<file path="config.mk">
export PLATFORM = sky130hd
export DESIGN_NAME = divider_seq
export DESIGN_NICKNAME = d
export VERILOG_FILES = /design/src/rtl/divider_seq_pkg.sv /design/src/rtl/divider_seq_step.sv /design/src/rtl/divider_seq.sv
export SDC_FILE = /design/constraint.sdc
export NUM_CORES = 1
export LEC_CHECK = 0
export CAP_MARGIN = 30
export CORE_UTILIZATION = 52
export CTS_CLUSTER_DIAMETER = 60
export DETAILED_ROUTE_END_ITERATION = 10
export PLACE_DENSITY = 0.73
export SYNTH_ARGS = -nofsm -noshare
export SYNTH_HDL_FRONTEND = slang
export SYNTH_HIERARCHICAL = 1
export SYNTH_SLANG_ARGS = --single-unit
</file>
<file path="constraint.sdc">
create_clock -name clk -period 2.55 [get_ports clk]
set_input_delay 0.255 -clock clk [delete_from_list [all_inputs] [get_ports clk]]
set_output_delay 0.255 -clock clk [all_outputs]
set_load 0.1 [all_outputs]
</file>
<file path="src/rtl/divider_seq_pkg.sv">
// Shared types for the sequential restoring divider.
package divider_seq_pkg;

  typedef enum logic [1:0] {
    IDLE = 2'd0,
    CALC = 2'd1,
    SIGN = 2'd2
  } state_t;

endpackage

</file>
<file path="src/rtl/divider_seq_step.sv">
// One restoring-division iteration: shift in a dividend bit, trial-subtract, restore on borrow.
module divider_seq_step #(
  parameter int WIDTH_D = 16
) (
  input  logic [WIDTH_D:0]   rem_in,
  input  logic               bit_in,
  input  logic [WIDTH_D-1:0] div,
  output logic [WIDTH_D:0]   rem_out,
  output logic               q_bit
);

  logic [WIDTH_D+1:0] shifted;
  logic [WIDTH_D+1:0] diff;

  // One spare bit above the partial remainder makes the borrow visible as the diff MSB.
  always_comb begin
    shifted = {rem_in, bit_in};
    diff    = shifted - {2'b00, div};
    q_bit   = ~diff[WIDTH_D+1];
    rem_out = q_bit ? diff[WIDTH_D:0] : shifted[WIDTH_D:0];
  end

endmodule

</file>
<file path="src/rtl/divider_seq.sv">
// Iterative signed/unsigned restoring divider, one quotient bit per cycle, start/done handshake.
module divider_seq #(
  parameter int WIDTH_N = 16,
  parameter int WIDTH_D = 16
) (
  input  logic               clk,
  input  logic               rst_n,
  input  logic               start,
  input  logic               is_signed,
  input  logic [WIDTH_N-1:0] num,
  input  logic [WIDTH_D-1:0] den,
  output logic               busy,
  output logic               done,
  output logic [WIDTH_N-1:0] quo,
  output logic [WIDTH_D-1:0] rem,
  output logic               div_by_zero
);

  import divider_seq_pkg::*;

  localparam int CNT_W = $clog2(WIDTH_N + 1);

  state_t             state;
  state_t             next_state;
  logic [CNT_W-1:0]   cnt;
  logic [WIDTH_N-1:0] dvd;
  logic [WIDTH_D:0]   prem;
  logic [WIDTH_D:0]   prem_next;
  logic [WIDTH_D-1:0] dmag;
  logic [WIDTH_D-1:0] num_lo;
  logic               sign_q;
  logic               sign_r;
  logic               dbz;
  logic               q_bit;

  logic               num_neg;
  logic               den_neg;
  logic [WIDTH_N-1:0] num_abs;
  logic [WIDTH_D-1:0] den_abs;
  logic [WIDTH_D-1:0] r_mag;

  always_comb begin
    num_neg = is_signed & num[WIDTH_N-1];
    den_neg = is_signed & den[WIDTH_D-1];
    num_abs = num_neg ? -num : num;
    den_abs = den_neg ? -den : den;
    r_mag   = prem[WIDTH_D-1:0];
  end

  divider_seq_step #(
    .WIDTH_D (WIDTH_D)
  ) u_step (
    .rem_in  (prem),
    .bit_in  (dvd[WIDTH_N-1]),
    .div     (dmag),
    .rem_out (prem_next),
    .q_bit   (q_bit)
  );

  always_ff @(posedge clk or negedge rst_n) begin
    if (!rst_n) state <= IDLE;
    else        state <= next_state;
  end

  always_comb begin
    next_state = state;
    case (state)
      IDLE:    if (start) next_state = CALC;
      CALC:    if (cnt == CNT_W'(1)) next_state = SIGN;
      SIGN:    next_state = IDLE;
      default: next_state = IDLE;
    endcase
  end

  assign busy = (state != IDLE);

  // dvd shifts dividend bits out at the top while quotient bits fill in at the bottom.
  // The most-negative / -1 case needs no special path: |num|/1 negated wraps back to num.
  always_ff @(posedge clk or negedge rst_n) begin
    if (!rst_n) begin
      cnt         <= '0;
      dvd         <= '0;
      prem        <= '0;
      dmag        <= '0;
      num_lo      <= '0;
      sign_q      <= 1'b0;
      sign_r      <= 1'b0;
      dbz         <= 1'b0;
      done        <= 1'b0;
      quo         <= '0;
      rem         <= '0;
      div_by_zero <= 1'b0;
    end else begin
      done <= 1'b0;
      case (state)
        IDLE: begin
          if (start) begin
            dvd    <= num_abs;
            prem   <= '0;
            dmag   <= den_abs;
            num_lo <= num[WIDTH_D-1:0];
            sign_q <= num_neg ^ den_neg;
            sign_r <= num_neg;
            dbz    <= (den == '0);
            cnt    <= CNT_W'(WIDTH_N);
          end
        end
        CALC: begin
          prem <= prem_next;
          dvd  <= {dvd[WIDTH_N-2:0], q_bit};
          cnt  <= cnt - CNT_W'(1);
        end
        SIGN: begin
          done        <= 1'b1;
          div_by_zero <= dbz;
          if (dbz) begin
            quo <= '1;
            rem <= num_lo;
          end else begin
            quo <= sign_q ? -dvd : dvd;
            rem <= sign_r ? -r_mag : r_mag;
          end
        end
        default: ;
      endcase
    end
  end

endmodule

</file>
# Word level (Yosys, flattened, before mapping)
# Cells that the tools add are included.
[classes] n_addsub=6 n_eq_ne=5 mux=17 n_bitwise=4 reduce_logical=7
[op_table] op="2-to-1 mux 16 bit" n=7
[op_table] op="negation 16 bit" n=4
[op_table] op="2-to-1 mux 17 bit" n=2
[op_table] op="one-hot mux 17 bit (2 select lines)" n=1
[op_table] op="one-hot mux 16 bit (2 select lines)" n=1
[op_table] op="subtractor 18 x 16 -> 18 bit" n=1
[op_table] op="logical NOT 16 bit" n=1
[op_table] op="one-hot mux 5 bit (2 select lines)" n=1
[op_table] op="AND reduction 2 bit" n=3
[op_table] op="== test 5 x 1 -> 1 bit, second input constant" n=1
[op_table] op="2-to-1 mux 5 bit" n=1
[op_table] op="subtractor 5 x 1 -> 5 bit, second input constant" n=1
[op_table] op="2-to-1 mux 2 bit" n=2
[op_table] op="inequality test 2 bit, second input constant" n=2
[op_table] op="one-hot mux 2 bit (2 select lines)" n=1
[op_table] op="nonzero test 2 bit" n=2
[op_table] op="AND 1 bit" n=2
[op_table] op="== test 2 x 1 -> 1 bit, second input constant" n=1
[op_table] op="== test 2 bit, second input constant" n=1
[op_table] op="logical NOT 2 bit" n=1
[op_table] op="2-to-1 mux 1 bit" n=1
[op_table] op="inverter 1 bit" n=1
[op_table] op="bitwise XOR 1 bit" n=1
[word_totals] regBits=109 input_bits=36 output_inout_bits=35 wordCells=52

# Longest topological paths before layout
[logic_depth] depth_word=4 depth_mapped=13 ltp_nobuf=12

# Cells and area by module
# Netlist, hierarchy kept.
[modules_own_cells] mod="divider_seq" instances=1 cells_each=617 area_per_inst_um2=5517.8 seq_area_each_um2=2727.6
[modules_own_cells] mod="divider_seq_step" instances=1 cells_each=148 area_per_inst_um2=1151.1 seq_area_each_um2=0.0

# Worst setup path after synthesis
# Ideal clock, no wire load.
[synth_path] path_kind="register to register" from="register prem[9]" to="register prem[14]" setup_time_ns=0.135 arrival_ns=2.579 t_required_ns=2.415 path_slack_ns=-0.164 stages_incl_launch_ff=12 path_buffers=2 synth_period_minus_slack_ns=2.714 path_cell_list="dfrtp_1 -> ha_1 -> buf_6 -> a21oi_1 -> o211ai_1 -> a311o_1 -> nor3_4 -> xnor2_4 -> buf_12 -> mux2_4 -> nand2_1 -> o21ai_0"
[synth_between] elab_chain_len=3
[synth_rtl] element="start: declaration" line="divider_seq.sv:27" source="logic [WIDTH_D:0] prem;"
[synth_rtl] element="start signal: assignment" line="divider_seq.sv:109" source="prem <= prem_next;"
[synth_rtl] element="subtractor 18 x 16 -> 18 bit" line="divider_seq_step.sv:18" source="diff = shifted - {2'b00, div};"
[synth_rtl] element="2-to-1 mux 17 bit" line="divider_seq_step.sv:20" source="rem_out = q_bit ? diff[WIDTH_D:0] : shifted[WIDTH_D:0];"
[synth_rtl] element="named net prem_next[14]" line="divider_seq.sv:28" source="logic [WIDTH_D:0] prem_next;"
[synth_rtl] element="one-hot mux 17 bit (2 select lines)" line="divider_seq.sv:95" source="case (state)"
# The timed path passes the listed nets, and every way through them passes these cells.
# A chain may end at the register's enable or synchronous reset.

# Worst setup path after layout
[layout_path] from="register prem[10]" to="register prem[6]"
# The elaborated chain is that of the path after synthesis.

==> impl_metrics.ini <==
[drt]
via_count = 6089
wirelength_um = 17400
drt_iter0_drc = 419
drtPass1Iterations = 5
ant_nets = 0
drc_errors = 0
routedWlPerCell_um = 16.5
viasPerCell = 5.79

[sta]
max_slew_margin = 0.402
skew_ns = 0.00835
setup_violations = 0
finalHoldViolations = 0
tns_ns = 0
rsz0062_at_grt = true
slew_violations = 0
worst_slew_pin_slew_ns = 0.897
fin_crit_sh = 0.998
min_period_ns = 2.54
fmax_ghz = 0.393

[cts]
numCtsBuffers = 9
cts.path.max_buffers = 2
clk_pin_slew_ns = 0.07
clkLatencyLatePin_ns = 0.36
cts_tree = built
clock-sinks = 109
htree_levels = 3
clk_root_buffer_cell = clkbuf_16

[global_routing]
grt_max_degree = 41
grt_pass1_wl_um = 28300
grt_pass1_vias = 5788
track_usage = 0.275
antenna_found_initial = 0
grt_overflow = 0

[worst_setup_path]
crit_arrival_ns = 2.77
criticalPathCategory = reg -> reg
slowest_delay_ns = 0.53
cp_slowest_cell = or4_4
crit_chain = ha_4 > nand3_4 > or4_4 > a31oi_4 > nor3_4 > xnor2_4 > buf_12 > mux2_2 > nand2_1 > o21ai_1
cp.required_ns = 2.78
start_kind = flop
endpoint_kind = flop
path_max_fanout = 9

[yosys]
seq_area_frac_synth = 0.409
synth_cell_types = 63
ys_ff_latch = 109
synth_area_um2 = 6670
async_flop_share = 1.00
yosysWarnings = 6
synth_edf_count = 0
synth.avg_cell_area_um2 = 8.72
synth_ff_type = dfrtp_1
syn_nets = 824
synth_cells = 765

[place]
portBuffers = 70
post-dp-hpwl_um = 13000
gp_congestion = 0.991

[final_layout]
drive_gt1_frac = 0.208
diodes = 0
layout.nets = 934
layout_commonest_cell = nand2_1
final_cell_mix = nand2_1 (142), dfrtp_1 (107), buf_4 (102), o21ai_0 (66), nor2_1 (51)
areaGrowthSynthToFinish_pct = 25.6

[floorplanning]
fp.coreArea_um2 = 12600
io_pins = 71
start_util = 0.531
num_rows = 41
die_area_um2 = 13300
die_h_um = 115
die_w_um = 115

[worst_hold_path]
worst_hold_path_type = in -> async

[run]
cap_viol_max_count = 0

[run_status]
run_status = completed
worst max-delay path: cells and delay by family, from the launching register on:
family | cells | cell delay (ns)
flip-flops | 1 | 0.45
adder cells (fa/ha/maj) | 1 | 0.30
AND/OR/NAND/NOR | 4 | 0.74
multiplexers | 1 | 0.33
XOR/XNOR | 1 | 0.18
AO/OA/AOI/OAI | 2 | 0.25
buffers and inverters | 1 | 0.15
metrics by stage:
step / instance area (um^2) / std cells / util / worst slack [ns] / hold WS [ns]
finish: 8380 / 1052 / 0.666 / 0.00625 / 0.414
global route: 8380 / 1052 / 0.666 / -0.0616 / 0.473
CTS: 8290 / 1048 / 0.660 / 0.00645 / 0.418
detailed placement: 7850 / 1029 / 0.624 / -0.123 / 0.260
global placement: 7840 / 1028 / 0.624 / -0.0661 / 0.251
floorplan: 6720 / 765 / - / -0.162 / -0.0406
cell families after synthesis:
group                    Yosys count  synth area share
AO/OA/AOI/OAI                    207             0.189
AND/OR/NAND/NOR                  268             0.184
multiplexers                      22            0.0390
buffers and inverters             71            0.0469
flip-flops                       109             0.409
adder cells (fa/ha/maj)           23            0.0443
XOR/XNOR                          65            0.0882
cell type report:
| cell class | instances | area, um^2 |
|---|---|---|
| inverters | 30 | 113 |
| well taps | 172 | 215 |
| clock buffers | 10 | 239 |
| fillers | 1035 | 4190 |
| flip-flops and latches | 109 | 2730 |
| multi-input cells | 585 | 3840 |
| clock inverters | 6 | 68.8 |
| repair buffers | 140 | 1170 |
cells in the mapped netlist (8+ instances only):
cell type,number,area share
nand3_1,12,0.0090
o31ai_1,15,0.017
mux2_2,8,0.014
xor2_1,40,0.053
inv_1,30,0.017
nand2_1,144,0.081
ha_1,22,0.041
or4_1,8,0.0090
mux2i_1,8,0.012
dfrtp_1,109,0.41
xnor2_1,24,0.032
clkbuf_1,32,0.018
o21ai_0,83,0.062
a21oi_1,54,0.041
nor2_1,51,0.029
path summary, 6_finish.rpt:
| check | from | to | slack (ns) | cells past startpoint |
|---|---|---|---|---|
| worst max-delay path | prem[10] | prem[6] | 0.006 | 10 |
| worst min register to register | num_lo[8] | num_lo[8] | 0.48 | 2 |
| worst min-delay path | rst_n | rem[4] | 0.41 | 2 |
| worst max register to register | prem[10] | prem[6] | 0.006 | 10 |
| min in group clk | num_lo[8] | num_lo[8] | 0.48 | 2 |
| max in group asynchronous | rst_n | sign_q | 1.49 | 3 |
flip-flops by register name (all words and copies together), names as in the netlist:
| name | cells |
|---|---|
| num_lo | 16 |
| prem | 17 |
| state | 2 |
| rem | 16 |
| sign_q | 1 |
| div_by_zero | 1 |
| done | 1 |
| dvd | 16 |
| dmag | 16 |
| sign_r | 1 |
| cnt | 5 |
| quo | 16 |
| dbz | 1 |
timing repair:
item | CTS | global route
pin swaps | 4 | 4
setup buffers | 2 | 4
gates cloned | 0 | 0
resized for setup | 19 | 16
endpoints found under the setup margin | 15 | 19
hold buffers | 1 | 0
hold endpoints to repair | 34 | 0
layer usage:
metal / share of wire / track usage / routed length [um]
met5: 0 / 0 / 0
met4: 0.035 / 0.136 / 613
met3: 0.039 / 0.0279 / 685
met2: 0.50 / 0.471 / 8670
met1: 0.43 / 0.349 / 7430
Power is not shown: default switching activity piles up to over one toggle a cycle in this logic, so the estimate is an artifact.
